File: src/rtl/seq_calculator_if.sv
// Operand/result handshake bundle for seq_calculator.
// The master side presents operands and consumes results; the slave side is the calculator.
interface seq_calculator_if #(
  parameter int BIT_WIDTH = 8
);
  logic                 in_valid;
  logic                 in_ready;
  logic [BIT_WIDTH-1:0] a;
  logic [BIT_WIDTH-1:0] b;
  logic [2:0]           op;
  logic                 out_valid;
  logic                 out_ready;
  logic [BIT_WIDTH-1:0] result;
  logic [2:0]           status;

  modport master (
    output in_valid, a, b, op, out_ready,
    input  in_ready, out_valid, result, status
  );

  modport slave (
    input  in_valid, a, b, op, out_ready,
    output in_ready, out_valid, result, status
  );
endinterface

File: src/rtl/seq_calculator.sv
// Multi-cycle handshaked calculator: ADD, SUB, shift-add MUL, accumulate and clear.
// One operation in flight; result/status are registered and held until popped.
module seq_calculator #(
  parameter int BIT_WIDTH = 8
) (
  input  logic              clk,
  input  logic              reset_n,
  seq_calculator_if.slave   bus
);

  localparam int W     = BIT_WIDTH;
  localparam int CNT_W = (BIT_WIDTH > 2) ? $clog2(BIT_WIDTH) : 1;

  localparam logic [2:0] OP_ADD = 3'd0;
  localparam logic [2:0] OP_SUB = 3'd1;
  localparam logic [2:0] OP_MUL = 3'd2;
  localparam logic [2:0] OP_ACC = 3'd3;
  localparam logic [2:0] OP_CLR = 3'd4;

  localparam logic [2:0] ST_STANDBY  = 3'd0;
  localparam logic [2:0] ST_VALID    = 3'd1;
  localparam logic [2:0] ST_OVERFLOW = 3'd2;
  localparam logic [2:0] ST_NEGATIVE = 3'd3;
  localparam logic [2:0] ST_ERROR    = 3'd4;

  typedef enum logic [1:0] {
    S_IDLE = 2'd0,
    S_MUL  = 2'd1,
    S_DONE = 2'd2
  } state_t;

  state_t             state_q, state_d;
  logic [W-1:0]       result_q, result_d;
  logic [2:0]         status_q, status_d;
  logic [W-1:0]       acc_q, acc_d;
  logic [2*W-1:0]     prod_q, prod_d;
  logic [W-1:0]       mcand_q, mcand_d;
  logic [W-1:0]       mplier_q, mplier_d;
  logic [CNT_W-1:0]   cnt_q, cnt_d;

  logic [W:0]         add_sum;
  logic [W:0]         acc_sum;
  logic [W:0]         mul_hi;
  logic [2*W-1:0]     prod_next;

  // Arithmetic helpers shared by the next-state logic
  always_comb begin
    add_sum   = {1'b0, bus.a} + {1'b0, bus.b};
    acc_sum   = {1'b0, acc_q} + {1'b0, bus.a};
    // One shift-add step: add the multiplicand into the upper half when the
    // current multiplier LSB is set, then shift the whole product right.
    mul_hi    = {1'b0, prod_q[2*W-1:W]} + (mplier_q[0] ? {1'b0, mcand_q} : {(W+1){1'b0}});
    prod_next = {mul_hi, prod_q[W-1:1]};
  end

  // Next-state and datapath update; every register holds unless a branch changes it
  always_comb begin
    state_d  = state_q;
    result_d = result_q;
    status_d = status_q;
    acc_d    = acc_q;
    prod_d   = prod_q;
    mcand_d  = mcand_q;
    mplier_d = mplier_q;
    cnt_d    = cnt_q;

    case (state_q)
      S_IDLE: begin
        if (bus.in_valid) begin
          state_d = S_DONE;
          case (bus.op)
            OP_ADD: begin
              result_d = add_sum[W-1:0];
              status_d = add_sum[W] ? ST_OVERFLOW : ST_VALID;
            end
            OP_SUB: begin
              result_d = bus.a - bus.b;
              status_d = (bus.a < bus.b) ? ST_NEGATIVE : ST_VALID;
            end
            OP_MUL: begin
              state_d  = S_MUL;
              mcand_d  = bus.a;
              mplier_d = bus.b;
              prod_d   = '0;
              cnt_d    = '0;
            end
            OP_ACC: begin
              acc_d    = acc_sum[W-1:0];
              result_d = acc_sum[W-1:0];
              status_d = acc_sum[W] ? ST_OVERFLOW : ST_VALID;
            end
            OP_CLR: begin
              acc_d    = '0;
              result_d = '0;
              status_d = ST_VALID;
            end
            default: begin
              result_d = '0;
              status_d = ST_ERROR;
            end
          endcase
        end
      end

      S_MUL: begin
        prod_d   = prod_next;
        mplier_d = mplier_q >> 1;
        cnt_d    = cnt_q + CNT_W'(1);
        // The last multiplier bit is consumed this cycle, so publish the
        // finished product straight from the step logic.
        if (cnt_q == CNT_W'(W - 1)) begin
          state_d  = S_DONE;
          result_d = prod_next[W-1:0];
          status_d = (|prod_next[2*W-1:W]) ? ST_OVERFLOW : ST_VALID;
        end
      end

      S_DONE: begin
        if (bus.out_ready) begin
          state_d = S_IDLE;
        end
      end

      default: begin
        state_d = S_IDLE;
      end
    endcase
  end

  // State and datapath registers; reset discards any in-flight operation
  always_ff @(posedge clk or negedge reset_n) begin
    if (!reset_n) begin
      state_q  <= S_IDLE;
      result_q <= '0;
      status_q <= ST_STANDBY;
      acc_q    <= '0;
      prod_q   <= '0;
      mcand_q  <= '0;
      mplier_q <= '0;
      cnt_q    <= '0;
    end else begin
      state_q  <= state_d;
      result_q <= result_d;
      status_q <= status_d;
      acc_q    <= acc_d;
      prod_q   <= prod_d;
      mcand_q  <= mcand_d;
      mplier_q <= mplier_d;
      cnt_q    <= cnt_d;
    end
  end

  assign bus.in_ready  = (state_q == S_IDLE);
  assign bus.out_valid = (state_q == S_DONE);
  assign bus.result    = result_q;
  assign bus.status    = status_q;

endmodule

File: src/flat_wrapper.sv
// flat-port wrapper written by rule: the top's interface ports become plain ports
module seq_calculator_flat 
#(
  parameter int BIT_WIDTH = 8
)
  (clk, reset_n, bus_in_valid, bus_a, bus_b, bus_op, bus_out_ready, bus_in_ready, bus_out_valid, bus_result, bus_status);
  seq_calculator_if #(.BIT_WIDTH(BIT_WIDTH)) bus_i ();
  input  logic clk;
  input  logic reset_n;
  input wire logic [$bits(bus_i.in_valid)-1:0] bus_in_valid;
  input wire logic [$bits(bus_i.a)-1:0] bus_a;
  input wire logic [$bits(bus_i.b)-1:0] bus_b;
  input wire logic [$bits(bus_i.op)-1:0] bus_op;
  input wire logic [$bits(bus_i.out_ready)-1:0] bus_out_ready;
  output wire logic [$bits(bus_i.in_ready)-1:0] bus_in_ready;
  output wire logic [$bits(bus_i.out_valid)-1:0] bus_out_valid;
  output wire logic [$bits(bus_i.result)-1:0] bus_result;
  output wire logic [$bits(bus_i.status)-1:0] bus_status;
  assign bus_i.in_valid = bus_in_valid;
  assign bus_i.a = bus_a;
  assign bus_i.b = bus_b;
  assign bus_i.op = bus_op;
  assign bus_i.out_ready = bus_out_ready;
  assign bus_in_ready = bus_i.in_ready;
  assign bus_out_valid = bus_i.out_valid;
  assign bus_result = bus_i.result;
  assign bus_status = bus_i.status;
  seq_calculator #(.BIT_WIDTH(BIT_WIDTH)) u_core (.clk(clk), .reset_n(reset_n), .bus(bus_i));
endmodule
File: config.mk
export PLATFORM = sky130hd
export DESIGN_NAME = seq_calculator_flat
export DESIGN_NICKNAME = d
export VERILOG_FILES = /design/src/rtl/seq_calculator_if.sv /design/src/rtl/seq_calculator.sv /design/src/flat_wrapper.sv
export SDC_FILE = /design/constraint.sdc
export NUM_CORES = 1
export LEC_CHECK = 0
export CORE_ASPECT_RATIO = 0.9
export CORE_MARGIN = 2
export CORE_UTILIZATION = 63
export CTS_CLUSTER_DIAMETER = 200
export CTS_CLUSTER_SIZE = 8
export DETAILED_ROUTE_END_ITERATION = 6
export GPL_TIMING_DRIVEN = 0
export PLACE_DENSITY = 0.86
export SLEW_MARGIN = 10
export SYNTH_ARGS = -nofsm -noshare
export SYNTH_HDL_FRONTEND = slang
export SYNTH_SLANG_ARGS = --single-unit
File: constraint.sdc
create_clock -name clk -period 6.9 [get_ports clk]
set_input_delay 2.07 -clock clk [delete_from_list [all_inputs] [get_ports clk]]
set_output_delay 2.07 -clock clk [all_outputs]
set_load 0.005 [all_outputs]
* Yosys cells after proc, flatten, opt, wreduce, memory -nomap -nowiden
Cells that the tools add are included.
** Storage, ports and cells
- Register bits :: 56
- Latch bits :: 0
- Memory bits (writable) :: 0
- Memory bits (read-only) :: 0
- Input bits :: 23
- Output and inout port bits :: 13
- Word-level logic and storage cells :: 64
- Memories :: 0
** Cells by class
- $add $sub $neg :: 5
- $mul :: 0
- Divide/modulo/power cells :: 0
- $lt $le $gt $ge :: 1
- Equality and inequality tests :: 12
- Shift-type cells :: 0
- Muxes and demuxes :: 28
- Bitwise logic cells :: 0
- Reductions and logical operators :: 10
** Operator list (count)
- $pmux 8 s2 :: 3
- $mux 8 :: 5
- $mux 16 :: 2
- $pmux 16 s2 :: 1
- $pmux 8 s4 :: 1
- $add 8x8->9 :: 2
- $mux 2 :: 8
- $pmux 3 s5 :: 1
- $mux 3 :: 4
- $pmux 3 s2 :: 2
- $reduce_and 3->1 :: 4
- $add 8x9->9 :: 1
- $lt 8x8->1 :: 1
- $reduce_or 8->1 :: 1
- $sub 8x8->8 :: 1
- $eq 3x2->1 const B :: 2
- $eq 3x3->1 const B :: 2
- $ne 2x2->1 const B :: 3
- $pmux 2 s3 :: 1
- $ne 2x1->1 const B :: 2
- $reduce_and 4->1 :: 1
- $reduce_bool 2->1 :: 2
- $add 3x1->3 const B :: 1
- $eq 3x1->1 const B :: 1
- 4 further kinds :: 4

* Longest topological paths before layout
- Depth after elaboration :: 6
- Gate-level depth with buffers :: 10
- Depth with buffers taken out :: 10

* Least setup slack after synthesis
Ideal clock, no wire load.
- Path kind :: input -> register
- From :: input bus_a[0]
- To :: register u_core.result_q[6], in the netlist u_core.bus.result[6]
- Library setup time :: 0.082 ns
- Arrival time :: 3.768 ns
- Data required time :: 6.818 ns
- Setup slack :: 3.050 ns
- Stages :: 8
- Path buffers :: 0
- Cell sequence :: ha_1 > fa_1 > a211oi_1 > nor2_1 > o31ai_1 > o311a_1 > o31ai_1 > a31oi_1
** Between the ends
- Word-level cells in the longest chain between the ends :: 4
- Elaborated cells between the ends (all ways) :: 6
- Those cells by class :: 3 x add/sub; 3 x mux
** Ends and longest elaborated chain
- from (decl) :: RTL line flat_wrapper.sv:11 : input wire logic [$bits(bus_i.a)-1:0] bus_a;
- $add 8x8->9, or another cell as far along :: RTL line seq_calculator.sv:49 : acc_sum = {1'b0, acc_q} + {1'b0, bus.a};
- $pmux 8 s4 (*) :: RTL line seq_calculator.sv:71 : case (bus.op)
- $mux 8 (*) :: RTL line seq_calculator.sv:69 : if (bus.in_valid) begin
- $pmux 8 s2 (*) :: RTL line seq_calculator.sv:67 : case (state_q)
- to (signal assigned) :: RTL line seq_calculator.sv:143 : result_q <= result_d;
- to (decl) :: RTL line seq_calculator.sv:33 : logic [W-1:0] result_q, result_d;
Mark *: on every way between the ends. The rest lies on a longest branch, timed or not. The select of a mux whose other input is x is not followed.
A chain may end at the register's enable or synchronous reset.

* Final worst setup path
- From :: input bus_a[1]
- To :: register u_core.result_q[6], in the netlist u_core.bus.result[6]
Same word-level chain as after synthesis.

==> results.py <==
metrics = {
    "outcome": {
        "status": "complete, no violations",
    },
    "setup_path": {
        "crit_top_cell": "o31ai_1",
        "critical_path_buf_inv_count": 1,
        "cp.required_ns": 7.15,
        "slowest_stage": "clkdlybuf4s50_1",
        "crit_path_end_kind": "flip-flop",
        "worstPathArrival_ns": 4.63,
        "worst-setup-path-type": "primary input to flip-flop",
        "slowest_delay_ns": 0.60,
        "critPathLaunchType": "primary input",
        "crit_fanout": 7,
        "critical_path.cell_chain": "clkdlybuf4s50_1 -> fa_1 -> a211oi_1 -> nor2_1 -> o31ai_1 -> o311a_1 -> o31ai_1 -> a31oi_1",
        "critical_path.top_delay_family": "compound AO/OA/AOI/OAI gates",
    },
    "pwr": {
        "leakage_nw": 2.063,
        "power_density_mw_per_mm2": 293.3,
        "ir_drop_mv": 0.2267,
        "finalPower_mw": 1.310,
    },
    "clocking": {
        "insertion_delay_ns": 0.32,
        "clk_transition_reported_paths_ns": 0.10,
        "cts_resized": 0,
        "clk_path_buf_depth": 2,
        "cts_tree": "yes",
        "cts_buffers": 5,
        "root_buffer": "clkbuf_8",
        "cts.sinks": 55,
        "htree_num_levels": 2,
        "cts-hold-fix-buffers": 0,
        "postCtsSetupBuffers": 0,
    },
    "sta": {
        "fmax_ghz": 0.2283,
        "relSlewSlack_pct": 58.71,
        "fin_skew_ns": 0.01467,
        "rsz0062_at_grt": "no",
        "finalCriticalPeriod_ns": 4.381,
        "worst_slew_pin_slew_ns": 0.6161,
        "setup-violations-final": 0,
        "hold_viol": 0,
        "timing.final.crit_share_pct": 63.49,
        "hold_ws_ns": 0.4723,
        "final_max_slew_viol_count": 0,
        "tns_ns": 0,
    },
    "hold_path": {
        "hp-class": "flip-flop to flip-flop",
    },
    "grt": {
        "grt.met1_usage_pct": 44.66,
        "met2_usage_pct": 45.95,
        "gr-total-overflow": 0,
        "grt_pass1_vias": 3363,
        "grt_util_met3_pct": 4.366,
        "grt_pass1_wl_um": 16330,
        "grtUsageTotal_pct": 30.49,
        "grt_max_degree": 30,
        "antenna_found_initial": 0,
        "top_usage_layer": "met2",
    },
    "synthesis": {
        "netlist_area_mm2": 0.003925,
        "synthCells": 439,
        "ys_ff_latch": 55,
        "syn_nets": 501,
        "synth_area_leaders": "dfrtp_1 (35%), ha_1 (11%), nor2_1 (4.8%)",
        "synth_most_common_cell": "dfrtp_1",
        "synth-async-reset-ratio_pct": 100.0,
        "ys_types": 66,
        "yosys.area.top_type": "dfrtp_1",
        "ys_seq_area_share_pct": 35.07,
        "syn_area_per_cell_um2": 8.941,
        "synth_top_area_share_pct": 35.07,
        "yosysWarnings": 0,
        "ys.flop_type": "dfrtp_1",
        "synth_commonest_cells": "dfrtp_1 (55), nor2_1 (50), a21oi_1 (35), ha_1 (35), nand2_1 (32)",
        "synth_edf_count": 0,
    },
    "final_layout": {
        "syn_to_final_growth_pct": 13.80,
        "diodes": 0,
        "design_area_mm2": 0.004467,
        "drive_gt1_share_pct": 8.506,
        "final_cells": 554,
        "final_nets": 543,
    },
    "detailed_routing": {
        "ant_nets": 0,
        "wl_per_cell_um": 18.01,
        "wl_um": 9976,
        "via_count": 3550,
        "initialDrtViolationCount": 276,
        "drc": 0,
        "routed_via_density": 6.408,
        "dr.pass1.iters": 5,
    },
    "die": {
        "coreArea_mm2": 0.006081,
        "num_rows": 27,
        "die_h_um": 78.88,
        "initial_core_util_pct": 64.55,
        "ios": 36,
        "fp.dieArea_mm2": 0.006878,
        "fp.dieW_um": 87.20,
    },
    "run": {
        "cap_violations": 0,
    },
    "place": {
        "place.port_buffers": 34,
        "dp_hpwl_um": 7816,
        "finalWeightedCongestion": 0.9372,
        "placed_cell_area_mm2": 0.004370,
        "placed_cells": 546,
    },
}
## through the flow
step	utilization, %	worst slack [ns]
after floorplan	-	3.050
after global placement	71.63	2.157
after detailed placement	71.87	2.228
after CTS	73.46	2.545
after global routing	73.46	2.239
final	73.46	2.519
## cells in the final DEF, fill, tap and decap left out, drive strengths merged, types with 8 or more instances in the layout
cell type	netlist	layout
o21ai	38	38
a21oi	36	36
clkdlybuf4s50	0	33
nor2	50	50
nand2	32	32
a22o	13	13
ha	35	35
nor3	11	11
buf	10	12
xor2	8	8
dfrtp	55	55
and2	9	9
inv	21	22
clkbuf	7	13
a211oi	11	11
## sequential cells by signal, indices dropped and copies added (netlist names)
register           count
u_core.cnt_q           3
u_core.prod_q         15
u_core.mcand_q         8
u_core.bus.result      8
u_core.state_q         2
u_core.acc_q           8
u_core.mplier_q        8
u_core.bus.status      3
## layout make-up
class                      count  area (µm²)
multi-input combinational    346        2386
fill                         484        1614
sequential                    55        1376
timing repair buffer          35       355.3
tap                           72       90.09
buffer                        17       83.83
clock buffer                   6       82.58
inverter                      21       78.83
clock inverter                 2       13.76
## layer usage
metal  routed length [µm]  up-vias
met3                  554       21
met2                 4456      127
met1                 4695     1722
li1                     -     1680
met4                  269        0
met5                    0        -
## cells by family after synthesis
family	synth area share, %
simple gates	16.16
fa+ha+maj	13.20
flops	35.07
xor+xnor	2.869
compound gates	25.79
buf+inv	4.144
mux	2.773
## power breakdown
part	switching (mW)	leakage [nW]	internal, mW
registers	0.0792	0.710	0.440
clock network	0.110	0.0516	0.0824
logic	0.312	1.30	0.287
total	0.501	2.06	0.809
## path summary, 6_finish.rpt
kind | start | to | slack (ns) | cells past startpoint
max in group asynchronous | reset_n | u_core.acc_q[0] | 4.57 | 2
hold / removal | u_core.bus.status[2] | u_core.bus.status[2] | 0.47 | 2
min in group asynchronous | reset_n | u_core.cnt_q[0] | 1.74 | 1
setup / recovery | bus_a[1] | u_core.bus.result[6] | 2.52 | 8
hold reg to reg | u_core.bus.status[2] | u_core.bus.status[2] | 0.47 | 2
setup reg to reg | u_core.mplier_q[0] | u_core.bus.status[0] | 4.04 | 9
## worst reg2reg max path, delay by kind of cell (launching register included)
family                   cells  cell delay, ns
AND/OR/NAND/NOR              4            1.01
adder cells (fa/ha/maj)      2            0.63
AO/OA/AOI/OAI                2            0.55
flip-flops                   1            0.48
multiplexers                 1            0.14
Power figures use the tool's default switching activity.
